File: src/rtl/raid_array_if.sv
// Host and drive-side signal bundle for raid_array; the slave modport is the
// array controller's view, the master modport is the host/drive model's view.
interface raid_array_if #(
  parameter int NDRIVES = 4,
  parameter int LANE_W  = 8
);
  localparam int DW = NDRIVES * LANE_W;

  logic               read_en;
  logic               write_en;
  logic [31:0]        addr;
  logic [DW-1:0]      din;
  logic [3:0]         raid_type;
  logic [NDRIVES-1:0] failed_mask;
  logic [DW-1:0]      dout;
  logic               dout_valid;
  logic               busy;
  logic               parity;
  logic               err;
  logic               w_drives;
  logic               r_drives;
  logic [31:0]        drive_addr;
  logic [NDRIVES-1:0] drive_busy;
  logic [DW-1:0]      r_drive_data;
  logic [DW-1:0]      w_drive_data;

  modport slave (
    input  read_en, write_en, addr, din, raid_type, failed_mask,
           drive_busy, r_drive_data,
    output dout, dout_valid, busy, parity, err, w_drives, r_drives,
           drive_addr, w_drive_data
  );

  modport master (
    output read_en, write_en, addr, din, raid_type, failed_mask,
           drive_busy, r_drive_data,
    input  dout, dout_valid, busy, parity, err, w_drives, r_drives,
           drive_addr, w_drive_data
  );
endinterface

File: src/rtl/raid_array.sv
// RAID0/RAID1/RAID5 request controller: one host request at a time is
// striped, mirrored or parity-encoded across NDRIVES lanes of LANE_W bits.
module raid_array #(
  parameter int NDRIVES = 4,
  parameter int LANE_W  = 8,
  parameter int TIMEOUT = 1024
) (
  input logic         clk,
  input logic         reset,
  raid_array_if.slave bus
);
  localparam int DW = NDRIVES * LANE_W;
  localparam int PW = $clog2(NDRIVES);
  localparam int CW = $clog2(TIMEOUT + 1);
  localparam logic [3:0] MODE_RAID1 = 4'd0;
  localparam logic [3:0] MODE_RAID0 = 4'd1;
  localparam logic [3:0] MODE_RAID5 = 4'd5;

  typedef enum logic [2:0] {IDLE, ISSUE_W, WAIT_W, ISSUE_R, WAIT_R} state_t;

  state_t            r_state, w_next;
  logic              r_busy, r_dout_valid, r_err, r_par, r_seen;
  logic [31:0]       r_addr;
  logic [DW-1:0]     r_din, r_dout;
  logic [3:0]        r_type;
  logic [CW-1:0]     r_cnt;
  logic              w_accept, w_done, w_tmo, w_sup, w_eff_busy, w_found;
  logic              w_rerr, w_rpar;
  logic [PW-1:0]     w_p, w_wd, w_rd;
  logic [LANE_W-1:0] w_wx, w_rx, w_val;
  logic [DW-1:0]     w_wenc, w_rdata;
  logic [LANE_W-1:0] w_lane [NDRIVES];
  logic [LANE_W-1:0] w_fix  [NDRIVES];
  int unsigned       w_nfail, w_cnt1;

  assign w_p        = r_addr[PW-1:0];
  assign w_sup      = (r_type == MODE_RAID0) || (r_type == MODE_RAID1) || (r_type == MODE_RAID5);
  assign w_eff_busy = |(bus.drive_busy & ~bus.failed_mask);

  // Write lane encoding from the registered request.
  always_comb begin
    w_wenc = '0;
    w_wx   = '0;
    w_wd   = '0;
    case (r_type)
      MODE_RAID0: w_wenc = r_din;
      MODE_RAID1:
        for (int unsigned i = 0; i < NDRIVES; i++)
          w_wenc[i*LANE_W +: LANE_W] = r_din[LANE_W-1:0];
      MODE_RAID5: begin
        for (int unsigned k = 0; k < NDRIVES - 1; k++) begin
          w_wd = (PW'(k) < w_p) ? PW'(k) : PW'(k + 1);
          w_wenc[w_wd*LANE_W +: LANE_W] = r_din[k*LANE_W +: LANE_W];
          w_wx = w_wx ^ r_din[k*LANE_W +: LANE_W];
        end
        w_wenc[w_p*LANE_W +: LANE_W] = w_wx;
      end
      default: ;
    endcase
  end

  // Read decode; w_rx is the XOR of live lanes, which doubles as the
  // reconstruction of a single failed lane.
  always_comb begin
    w_nfail = 0;
    w_cnt1  = 0;
    w_rx    = '0;
    w_found = 1'b0;
    w_val   = '0;
    w_rd    = '0;
    w_rdata = '0;
    w_rerr  = 1'b0;
    w_rpar  = 1'b0;
    for (int unsigned i = 0; i < NDRIVES; i++) begin
      w_lane[i] = bus.r_drive_data[i*LANE_W +: LANE_W];
      if (bus.failed_mask[i]) w_nfail++;
      else                    w_rx = w_rx ^ w_lane[i];
    end
    for (int unsigned i = 0; i < NDRIVES; i++)
      w_fix[i] = bus.failed_mask[i] ? w_rx : w_lane[i];
    case (r_type)
      MODE_RAID0:
        if (|bus.failed_mask) begin
          w_rerr  = 1'b1;
          w_rdata = '1;
        end else begin
          w_rdata = bus.r_drive_data;
        end
      MODE_RAID1: begin
        for (int unsigned j = 0; j < NDRIVES; j++) begin
          if (!bus.failed_mask[j] && !w_found) begin
            w_cnt1 = 0;
            for (int unsigned i = 0; i < NDRIVES; i++)
              if (!bus.failed_mask[i] && (w_lane[i] == w_lane[j])) w_cnt1++;
            if (2 * w_cnt1 > NDRIVES - w_nfail) begin
              w_found = 1'b1;
              w_val   = w_lane[j];
            end
          end
        end
        if (w_found) begin
          w_rdata = DW'(w_val);
        end else begin
          w_rerr  = 1'b1;
          w_rdata = '1;
        end
      end
      MODE_RAID5:
        if (w_nfail >= 2) begin
          w_rerr  = 1'b1;
          w_rdata = '1;
        end else begin
          w_rpar = (w_nfail == 0) && (|w_rx);
          for (int unsigned k = 0; k < NDRIVES - 1; k++) begin
            w_rd = (PW'(k) < w_p) ? PW'(k) : PW'(k + 1);
            w_rdata[k*LANE_W +: LANE_W] = w_fix[w_rd];
          end
        end
      default: ;
    endcase
  end

  always_comb begin
    w_next   = r_state;
    w_accept = 1'b0;
    w_done   = 1'b0;
    w_tmo    = 1'b0;
    case (r_state)
      IDLE:
        if (!r_busy && (bus.read_en ^ bus.write_en)) begin
          w_accept = 1'b1;
          w_next   = bus.write_en ? ISSUE_W : ISSUE_R;
        end
      ISSUE_W: w_next = w_sup ? WAIT_W : IDLE;
      ISSUE_R: w_next = w_sup ? WAIT_R : IDLE;
      WAIT_W, WAIT_R: begin
        w_done = !w_eff_busy && (r_seen || (r_cnt >= CW'(2)));
        w_tmo  = !w_done && (r_cnt == CW'(TIMEOUT - 1));
        if (w_done || w_tmo) w_next = IDLE;
      end
      default: w_next = IDLE;
    endcase
  end

  always_ff @(posedge clk or posedge reset) begin
    if (reset) begin
      r_state      <= IDLE;
      r_busy       <= 1'b1;
      r_addr       <= '0;
      r_din        <= '0;
      r_type       <= '0;
      r_cnt        <= '0;
      r_seen       <= 1'b0;
      r_dout       <= '0;
      r_dout_valid <= 1'b0;
      r_err        <= 1'b0;
      r_par        <= 1'b0;
    end else begin
      r_state      <= w_next;
      r_busy       <= (w_next != IDLE);
      r_dout_valid <= 1'b0;
      if (w_accept) begin
        r_addr <= bus.addr;
        r_din  <= bus.din;
        r_type <= bus.raid_type;
        r_err  <= 1'b0;
        r_par  <= 1'b0;
      end
      case (r_state)
        ISSUE_W, ISSUE_R: begin
          r_cnt  <= CW'(1);
          r_seen <= 1'b0;
          if (!w_sup) begin
            r_err <= 1'b1;
            if (r_state == ISSUE_R) begin
              r_dout_valid <= 1'b1;
              r_dout       <= '0;
            end
          end
        end
        WAIT_W, WAIT_R: begin
          r_cnt <= r_cnt + 1'b1;
          if (w_eff_busy) r_seen <= 1'b1;
          if (w_done) begin
            if (r_state == WAIT_R) begin
              r_dout       <= w_rdata;
              r_err        <= w_rerr;
              r_par        <= w_rpar;
              r_dout_valid <= 1'b1;
            end else if ((r_type == MODE_RAID0) && (|bus.failed_mask)) begin
              r_err <= 1'b1;
            end
          end else if (w_tmo) begin
            r_err <= 1'b1;
            if (r_state == WAIT_R) begin
              r_dout       <= '1;
              r_dout_valid <= 1'b1;
            end
          end
        end
        default: begin
          r_cnt  <= '0;
          r_seen <= 1'b0;
        end
      endcase
    end
  end

  assign bus.busy         = r_busy;
  assign bus.dout         = r_dout;
  assign bus.dout_valid   = r_dout_valid;
  assign bus.err          = r_err;
  assign bus.parity       = r_par;
  assign bus.drive_addr   = r_addr;
  assign bus.w_drives     = (r_state == ISSUE_W) && w_sup;
  assign bus.r_drives     = (r_state == ISSUE_R) && w_sup;
  assign bus.w_drive_data = (((r_state == ISSUE_W) && w_sup) || (r_state == WAIT_W)) ? w_wenc : '0;
endmodule

File: src/flat_wrapper.sv
// flat-port wrapper written by rule: the top's interface ports become plain ports
module raid_array_flat 
#(
  parameter int NDRIVES = 4,
  parameter int LANE_W  = 8,
  parameter int TIMEOUT = 1024
)
  (clk, reset, bus_read_en, bus_write_en, bus_addr, bus_din, bus_raid_type, bus_failed_mask, bus_drive_busy, bus_r_drive_data, bus_dout, bus_dout_valid, bus_busy, bus_parity, bus_err, bus_w_drives, bus_r_drives, bus_drive_addr, bus_w_drive_data);
  raid_array_if #(.NDRIVES(NDRIVES), .LANE_W(LANE_W)) bus_i ();
  input logic clk;
  input logic reset;
  input wire logic [$bits(bus_i.read_en)-1:0] bus_read_en;
  input wire logic [$bits(bus_i.write_en)-1:0] bus_write_en;
  input wire logic [$bits(bus_i.addr)-1:0] bus_addr;
  input wire logic [$bits(bus_i.din)-1:0] bus_din;
  input wire logic [$bits(bus_i.raid_type)-1:0] bus_raid_type;
  input wire logic [$bits(bus_i.failed_mask)-1:0] bus_failed_mask;
  input wire logic [$bits(bus_i.drive_busy)-1:0] bus_drive_busy;
  input wire logic [$bits(bus_i.r_drive_data)-1:0] bus_r_drive_data;
  output wire logic [$bits(bus_i.dout)-1:0] bus_dout;
  output wire logic [$bits(bus_i.dout_valid)-1:0] bus_dout_valid;
  output wire logic [$bits(bus_i.busy)-1:0] bus_busy;
  output wire logic [$bits(bus_i.parity)-1:0] bus_parity;
  output wire logic [$bits(bus_i.err)-1:0] bus_err;
  output wire logic [$bits(bus_i.w_drives)-1:0] bus_w_drives;
  output wire logic [$bits(bus_i.r_drives)-1:0] bus_r_drives;
  output wire logic [$bits(bus_i.drive_addr)-1:0] bus_drive_addr;
  output wire logic [$bits(bus_i.w_drive_data)-1:0] bus_w_drive_data;
  assign bus_i.read_en = bus_read_en;
  assign bus_i.write_en = bus_write_en;
  assign bus_i.addr = bus_addr;
  assign bus_i.din = bus_din;
  assign bus_i.raid_type = bus_raid_type;
  assign bus_i.failed_mask = bus_failed_mask;
  assign bus_i.drive_busy = bus_drive_busy;
  assign bus_i.r_drive_data = bus_r_drive_data;
  assign bus_dout = bus_i.dout;
  assign bus_dout_valid = bus_i.dout_valid;
  assign bus_busy = bus_i.busy;
  assign bus_parity = bus_i.parity;
  assign bus_err = bus_i.err;
  assign bus_w_drives = bus_i.w_drives;
  assign bus_r_drives = bus_i.r_drives;
  assign bus_drive_addr = bus_i.drive_addr;
  assign bus_w_drive_data = bus_i.w_drive_data;
  raid_array #(.NDRIVES(NDRIVES), .LANE_W(LANE_W), .TIMEOUT(TIMEOUT)) u_core (.clk(clk), .reset(reset), .bus(bus_i));
endmodule
File: config.mk
export PLATFORM = sky130hd
export DESIGN_NAME = raid_array_flat
export DESIGN_NICKNAME = d
export VERILOG_FILES = /design/src/rtl/raid_array_if.sv /design/src/rtl/raid_array.sv /design/src/flat_wrapper.sv
export SDC_FILE = /design/constraint.sdc
export NUM_CORES = 1
export LEC_CHECK = 0
export BUFFER_PORTS_ARGS = -buffer_cell sky130_fd_sc_hd__buf_2
export CAP_MARGIN = 15
export CELL_PAD_IN_SITES_DETAIL_PLACEMENT = 1
export CELL_PAD_IN_SITES_GLOBAL_PLACEMENT = 1
export CORE_ASPECT_RATIO = 0.7
export CORE_MARGIN = 3
export CORE_UTILIZATION = 35
export DETAILED_ROUTE_END_ITERATION = 10
export PLACE_DENSITY = 0.81
export RECOVER_POWER = 100
export SYNTH_ARGS = -nofsm -noshare
export SYNTH_HDL_FRONTEND = slang
export SYNTH_SLANG_ARGS = --single-unit
File: constraint.sdc
create_clock -name clk -period 7.73 [get_ports clk]
set_clock_uncertainty 0.1 [all_clocks]
set_input_delay 0.773 -clock clk [delete_from_list [all_inputs] [get_ports clk]]
set_output_delay 0.773 -clock clk [all_outputs]
set_load 0.005 [all_outputs]
Word level (Yosys, flattened, before mapping)
Index checks and enable logic that the tools add are counted.

storage, ports and cells
  register bits = 119
  output and inout bits = 102
  word-level logic and storage cells = 281

cells by class
  add/sub/neg operators = 21
  order comparisons = 12
  equal/unequal tests = 25
  shifts and indexed selects = 8
  multiplexer cells = 144
  bitwise gates (word level) = 12
  reductions and logical operators = 48

operators by type and width
  cell                                                    number
  two-way mux 31 bit                                      44
  two-way mux 32 bit                                      12
  adder 31 x 1 -> 31 bit (second input constant)          12
  one-hot mux 32 bit (3 select lines)                     2
  two-way mux 8 bit                                       23
  negator 5 -> 34 bit                                     4
  variable shift 8 x 34 -> 32 bit (first input constant)  4
  variable part select 8 x 34 -> 32 bit                   4
  greater-than comparator 32 bit                          4
  bitwise mux 32 bit                                      3
  == test 8 bit                                           12
  adder 32 x 1 -> 32 bit (second input constant)          2
  one-hot mux 32 bit (2 select lines)                     1
  binary-select mux 8 bit (select 2 bit)                  3
  two-way mux 1 bit                                       44
  XOR 8 bit                                               5
  AND 32 bit                                              1
  >= comparator 32 x 2 -> 1 bit (second input constant)   1
  zero test 32 bit                                        1
  subtractor 3 x 32 -> 32 bit (first input constant)      1
  two-way mux 24 bit                                      1
  logical AND 1 bit                                       22
  one-hot mux 11 bit (2 select lines)                     1
  one-hot mux 3 bit (4 select lines)                      1
  other kinds (34)                                        62

Longest topological paths before layout
  depth in word-level cells = 83
  mapped depth = 22

Worst setup path before layout
No wires, ideal clock.

  path type = input -> register
  start point = in bus_failed_mask[0]
  end point = reg u_core.r_dout[10] (netlist: u_core.bus.dout[10])
  library setup time = 74 ps
  data arrival time = 5,161 ps
  data required time = 7,556 ps
  setup slack = 2,394 ps
  stages = 21
  path buffers = 3
  cell sequence = clkbuf_1 -> inv_1 -> ha_1 -> xnor2_2 -> inv_2 -> ha_1 -> nand2b_1 -> o31ai_2 -> ha_1 -> xnor2_1 -> ha_1 -> inv_1 -> o31ai_1 -> o21a_1 -> o221ai_2 -> a2111oi_4 -> a211o_4 -> or4b_4 -> buf_6 -> buf_12 -> nand4_2

on the way
  word-level cells in the longest chain between the ends = 34
  elaborated cells on any way between the ends = 115
  those cells by class = 13 x add/sub; 5 x order compare; 3 x eq/ne; 72 x mux; 5 x bitwise; 17 x reduce/logical

RTL lines
  what                                 RTL line            source
  start: declaration                   flat_wrapper.sv:17  input wire logic [$bits(bus_i.failed_mask)-1:0] bus_failed_mask;
  zero test 1 bit                      -
  logical AND 1 bit                    raid_array.sv:94    if (!bus.failed_mask[i] && (w_lane[i] == w_lane[j])) w_cnt1++;
  two-way mux 1 bit                    raid_array.sv:94
  two-way mux 31 bit                   raid_array.sv:91    if (!bus.failed_mask[j] && !w_found) begin
  two-way mux 31 bit                   raid_array.sv:81    case (r_type)
  adder 31 x 1 -> 31 bit               raid_array.sv:94
  two-way mux 31 bit                   raid_array.sv:94
  two-way mux 31 bit                   raid_array.sv:91
  (+18 left out)                       -
  logical AND 1 bit                    raid_array.sv:91
  two-way mux 1 bit                    raid_array.sv:91
  two-way mux 1 bit                    raid_array.sv:81
  two-way mux 32 bit                   raid_array.sv:101   if (w_found) begin
  one-hot mux 32 bit (3 select lines)  raid_array.sv:81
  two-way mux 32 bit                   raid_array.sv:185   if (r_state == WAIT_R) begin
  two-way mux 32 bit                   raid_array.sv:184   if (w_done) begin
  one-hot mux 32 bit (2 select lines)  raid_array.sv:169   case (r_state)
  end signal: assignment               raid_array.sv:186   r_dout <= w_rdata;
  end: declaration                     raid_array.sv:24    logic [DW-1:0] r_din, r_dout;

Parallel ways exist; a longest one is shown, timed or not. The select of a mux whose other input is x is not followed.
A chain may end at the register's enable or synchronous reset.

Worst setup path after layout
  start point = in bus_failed_mask[0]
  end point = reg u_core.r_dout[3] (netlist: u_core.bus.dout[3])

The elaborated chain is that of the path after synthesis.

==> results by stage <==
Synthesis:
- The cell area that synthesis handed to floorplanning was 10100 um2.
- The mean post-synth cell area is 7.83 um2.
- Yosys mapped a number of flops with a built-in enable equal to 0.
- The cell count after synthesis is 1293.
- The predominant post-synthesis flop cell is sky130_fd_sc_hd__dfrtp_1.
- The number of register bits inferred by synthesis is roughly 120.
- The count of cell types in the netlist is between 80 and 90.
- The post-synthesis sequential area ratio is 0.294.
- Counting flops with an async set or reset pin after synthesis yields a share of 1.00.
- Yosys printed 0 warnings.

Power and ir drop:
- Power spread over the standard cell area amounts to 322 nW/um2.
- Of the total power, combinational logic draws 0.461.
- The cell internal power dissipation is 0.00202 W.
- Summed over all nets, the switching power comes to between 0.0015 and 0.002 W.
- The share of total power dissipated in sequential elements is 0.314.
- The analysis attributes to cell leakage a power of roughly 5.2 nW.
- Of the total power, the clock network draws 0.225.
- The worst-case IR drop observed on VDD is 189 uV.
- Power comes to approximately 0.0038 W.
- The proportion of total power due to net switching is 0.466.

Worst setup path:
- For the worst setup path, the data required time is a little under 8 ns.
- The buffers plus inverters on the worst setup path is 5.
- The largest individual stage delay along the critical path comes from the cell sky130_fd_sc_hd__xnor2_1.
- The path depth of the worst reg2reg path is 5.
- For the worst setup path, the data arrival time is 6.62 ns.
- STA classifies the critical path startpoint as a primary input.
- In this run the critical register-to-register path is captured at u_core.bus.drive_addr[1].
- The most common cell type on the critical path is sky130_fd_sc_hd__ha_1.
- The critical-path maximum fanout is 20.
- The longest individual stage delay on the worst path is 0.60 ns.
- The signal on the critical path passes through buf_2, inv_1, ha_1, xnor2_1, inv_2, ha_1, nand2b_1, o31ai_1, ha_1, xnor2_1, ha_1, inv_1, o31ai_1, o21a_1, o221ai_1, a2111oi_0, clkbuf_1, a211o_1, nor3_1, o311ai_0.
- The critical path is of the in -> reg type.
- The setup check on the worst reg-to-reg path leaves a slack of 2.82 ns.
- In this design, the largest share of critical-path delay is due to compound AO/OA/AOI/OAI gates.
- The origin of the critical flop-to-flop path is u_core.r_state[1].
- The worst setup path is captured at a flop.

Floorplan:
- The die is 209 um wide.
- The overall die area is 31000 um2.
- ~210 I/O pins were placed.
- The area inside the core boundary is 28100 um2.
- The number of standard-cell rows in the floorplan is 51.
- The effective utilization at floorplan is 0.360.
- The vertical die dimension is 148 um.

Clock network:
- TritonCTS built the clock tree.
- In this run, post-CTS hold repair placed 0 buffers.
- The tree is rooted in a sky130_fd_sc_hd__clkbuf_16.
- The clock-pin slew on the worst setup and hold paths is ~0.060 ns.
- The number of sinks on the clock net is between 100 and 150.
- No sink is reached through more buffers than the 2 on the longest clock path.
- The number of buffers inserted during clock tree synthesis is 17.
- The H-tree was split into 4 levels.
- The number of gates resized after CTS is 0.
- The clock insertion delay at the later pin of the skew report is 0.42 ns.
- The number of setup buffers added after CTS is 0.

Hold path:
- The hold path depth is 2.
- The endpoint of the worst hold path is u_core.bus.drive_addr[18].
- The startpoint of the worst hold path is u_core.bus.drive_addr[18].
- In this run the worst hold path is classified as reg -> reg.

STA:
- In this run the tightest slew margin relative to its limit is -1.40.
- The final-report hold violation count came to 0.
- Setup repair after global routing left no endpoint under its margin.
- At the pin with the least slew margin, the transition time is approximately 3.6 ns.
- Based on the critical path, the design can be clocked at up to between 150 and 200 MHz.
- After layout, the worst setup slack is around 1.3 ns.
- In the finished design, the share of the clock period the worst path needs comes to 0.835.
- The final total negative setup slack is 0 ns.
- Setup violations remaining at the end of the flow were counted as 0.
- The final number of max-transition violations is roughly 180.
- The clock period minus worst slack is 6.46 ns.

Global route:
- Entering global routing, the biggest net connects between 60 and 70 pins.
- The global-route total usage across every layer is 0.254.
- The number of global-route vias before repair is 10572.
- The number of antenna violations at the first check in global routing came to 7.
- The remaining global-route overflow is 0.
- The wire length of the first global-routing pass is 61700 um.

Cells and area:
- The multi-input combinational cells in the finished layout cover a total of 6430 um2.
- The final design utilization is 0.416.
- Leaving out fill and tap cells, the most frequent cell in the layout is sky130_fd_sc_hd__nand2_1.
- The number of fillers in the final layout is 3503.
- In the layout the commonest cells are sky130_fd_sc_hd__nand2_1 (277), sky130_fd_sc_hd__buf_2 (135), sky130_fd_sc_hd__dfrtp_1 (118), sky130_fd_sc_hd__nor2_1 (111), sky130_fd_sc_hd__clkbuf_1 (78).
- In the final layout, flip-flops and latches occupy 2980 um2.
- In the final layout, the share of cells above drive strength 1 is 0.154.
- The net count of the finished layout is 1572.
- The area growth from synthesis to layout is 15.7%.
- For this run, the number of standard cells in the final layout without fillers is 1808.

Run status:
- The checks that failed: max-capacitance violations, max-slew violations.
- The flow ran to the end, but the final reports show violations.

Routing:
- The first-pass iteration count of the detailed router is 8.
- In the routed layout, each cell is associated on average with a via count of between 5 and 6.
- The number of remaining DRC errors is 0.
- The final routed wirelength across all metal layers is 40500 um.
- The detail route stage leaves a number of antenna-violating nets equal to 0.
- The vias after detailed routing is ~11000.
- For this block, the initial DRC count from the detailed router was 934.
- After detailed routing, the average wire length per cell comes to roughly 22 um.

Job:
- The tool flagged a number of max-cap violations equal to 4.

Place:
- During placement, the flow inserted port buffers numbering 213.
- Including well taps, the total number of placed cells is approximately 1800.
- The half-perimeter wire length of the detailed placement result is 30200 um.
- The minimum setup slack after placement is 1.39 ns.
- The final weighted congestion in routability-driven placement is 0.952.
-- cell type report --
type                    instances  area share
multi-input cells            1026       0.549
flip-flops and latches        119       0.254
repair buffers                225      0.0930
well taps                     371      0.0396
clock buffers                  18      0.0375
clock inverters                14      0.0159
inverters                      32      0.0104
diodes                          3    0.000641
-- how the worst max path moves through the flow --
| stage | start | to | slack (ns) | cells past startpoint |
|---|---|---|---|---|
| after floorplan | bus_failed_mask[0] | u_core.bus.dout[10] | 2.39 | 21 |
| after global placement | bus_failed_mask[0] | u_core.bus.dout[8] | 1.47 | 20 |
| after detailed placement | bus_failed_mask[0] | u_core.bus.dout[8] | 1.39 | 20 |
| after CTS | bus_failed_mask[0] | u_core.bus.dout[8] | 1.80 | 20 |
| after global routing | bus_failed_mask[0] | u_core.bus.dout[27] | 0.84 | 20 |
| final | bus_failed_mask[0] | u_core.bus.dout[3] | 1.27 | 20 |
-- Yosys cell counts, drive strengths merged, types with 9 or more instances --
library cell | instances | area (um2)
or3b | 9 | 78.8
a22oi | 16 | 120
nor4 | 10 | 62.6
nand3 | 15 | 75.1
dfrtp | 118 | 2950
a2111oi | 12 | 124
nand4 | 32 | 269
nor2 | 113 | 427
a21oi | 61 | 309
a222oi | 24 | 240
buf | 51 | 285
ha | 39 | 488
nor2b | 40 | 250
nand2b | 16 | 100
clkbuf | 67 | 254
inv | 31 | 116
a211oi | 15 | 113
nor3 | 18 | 111
o22ai | 22 | 138
o221ai | 10 | 93.8
xor2 | 44 | 385
a31oi | 11 | 68.8
nand2 | 277 | 1040
xnor2 | 60 | 563
o21ai | 71 | 359
-- power by group through the flow --
stage | combinational (W) | sequential, W | clock (W)
after floorplan | 0.00128 | 0.00101 | 0
after global placement | 0.00165 | 0.00116 | 0
after detailed placement | 0.00172 | 0.00117 | 0
after CTS | 0.00174 | 0.00117 | 0.000862
after global routing | 0.00193 | 0.00122 | 0.000890
final | 0.00174 | 0.00119 | 0.000849
-- cell families (layout without fill, tap and decap cells) --
| family | Yosys count | in the layout | synth area share |
|---|---|---|---|
| other cells | 2 | 7 | 0.000742 |
| simple gates | 563 | 563 | 0.263 |
| mux | 10 | 10 | 0.0104 |
| buf+inv | 150 | 289 | 0.0651 |
| flops | 119 | 119 | 0.294 |
| xor+xnor | 112 | 112 | 0.111 |
| fa+ha+maj | 39 | 39 | 0.0482 |
| compound gates | 298 | 298 | 0.207 |
-- registers in the layout (all words and copies together), names as in the netlist --
signal and count:
u_core.bus.drive_addr 32, u_core.r_cnt 11, u_core.r_seen 1, u_core.r_state 3
u_core.bus.parity 1, u_core.bus.dout 32, u_core.r_type 4, u_core.bus.dout_valid 1
u_core.bus.err 1, u_core.r_din 32, u_core.bus.busy 1
-- stage by stage --
step / hold slack, ns / instance area [um2]
finish: 0.379 / 11700
global route: 0.410 / 11700
CTS: 0.371 / 11900
detailed placement: 0.363 / 11200
global placement: 0.353 / 11200
floorplan: 0.345 / 10100
-- per-layer routing --
| layer | vias to the layer above | track usage | wire, um |
|---|---|---|---|
| met3 | 62 | 0.0656 | 3540 |
| met2 | 470 | 0.361 | 17200 |
| met5 | - | 0 | 58 |
| met1 | 5273 | 0.379 | 19000 |
| li1 | 4777 | - | - |
| met4 | 8 | 0.0686 | 739 |
-- worst register-to-register path, cell delays in order, from the launching register on --
cell and delay, ns:
sky130_fd_sc_hd__dfrtp_1 0.49, sky130_fd_sc_hd__nor2_1 0.26, sky130_fd_sc_hd__nand3_1 0.84, sky130_fd_sc_hd__inv_1 1.22, sky130_fd_sc_hd__clkbuf_1 1.47, sky130_fd_sc_hd__o21ai_0 0.31
Power figures use the tool's default switching activity.
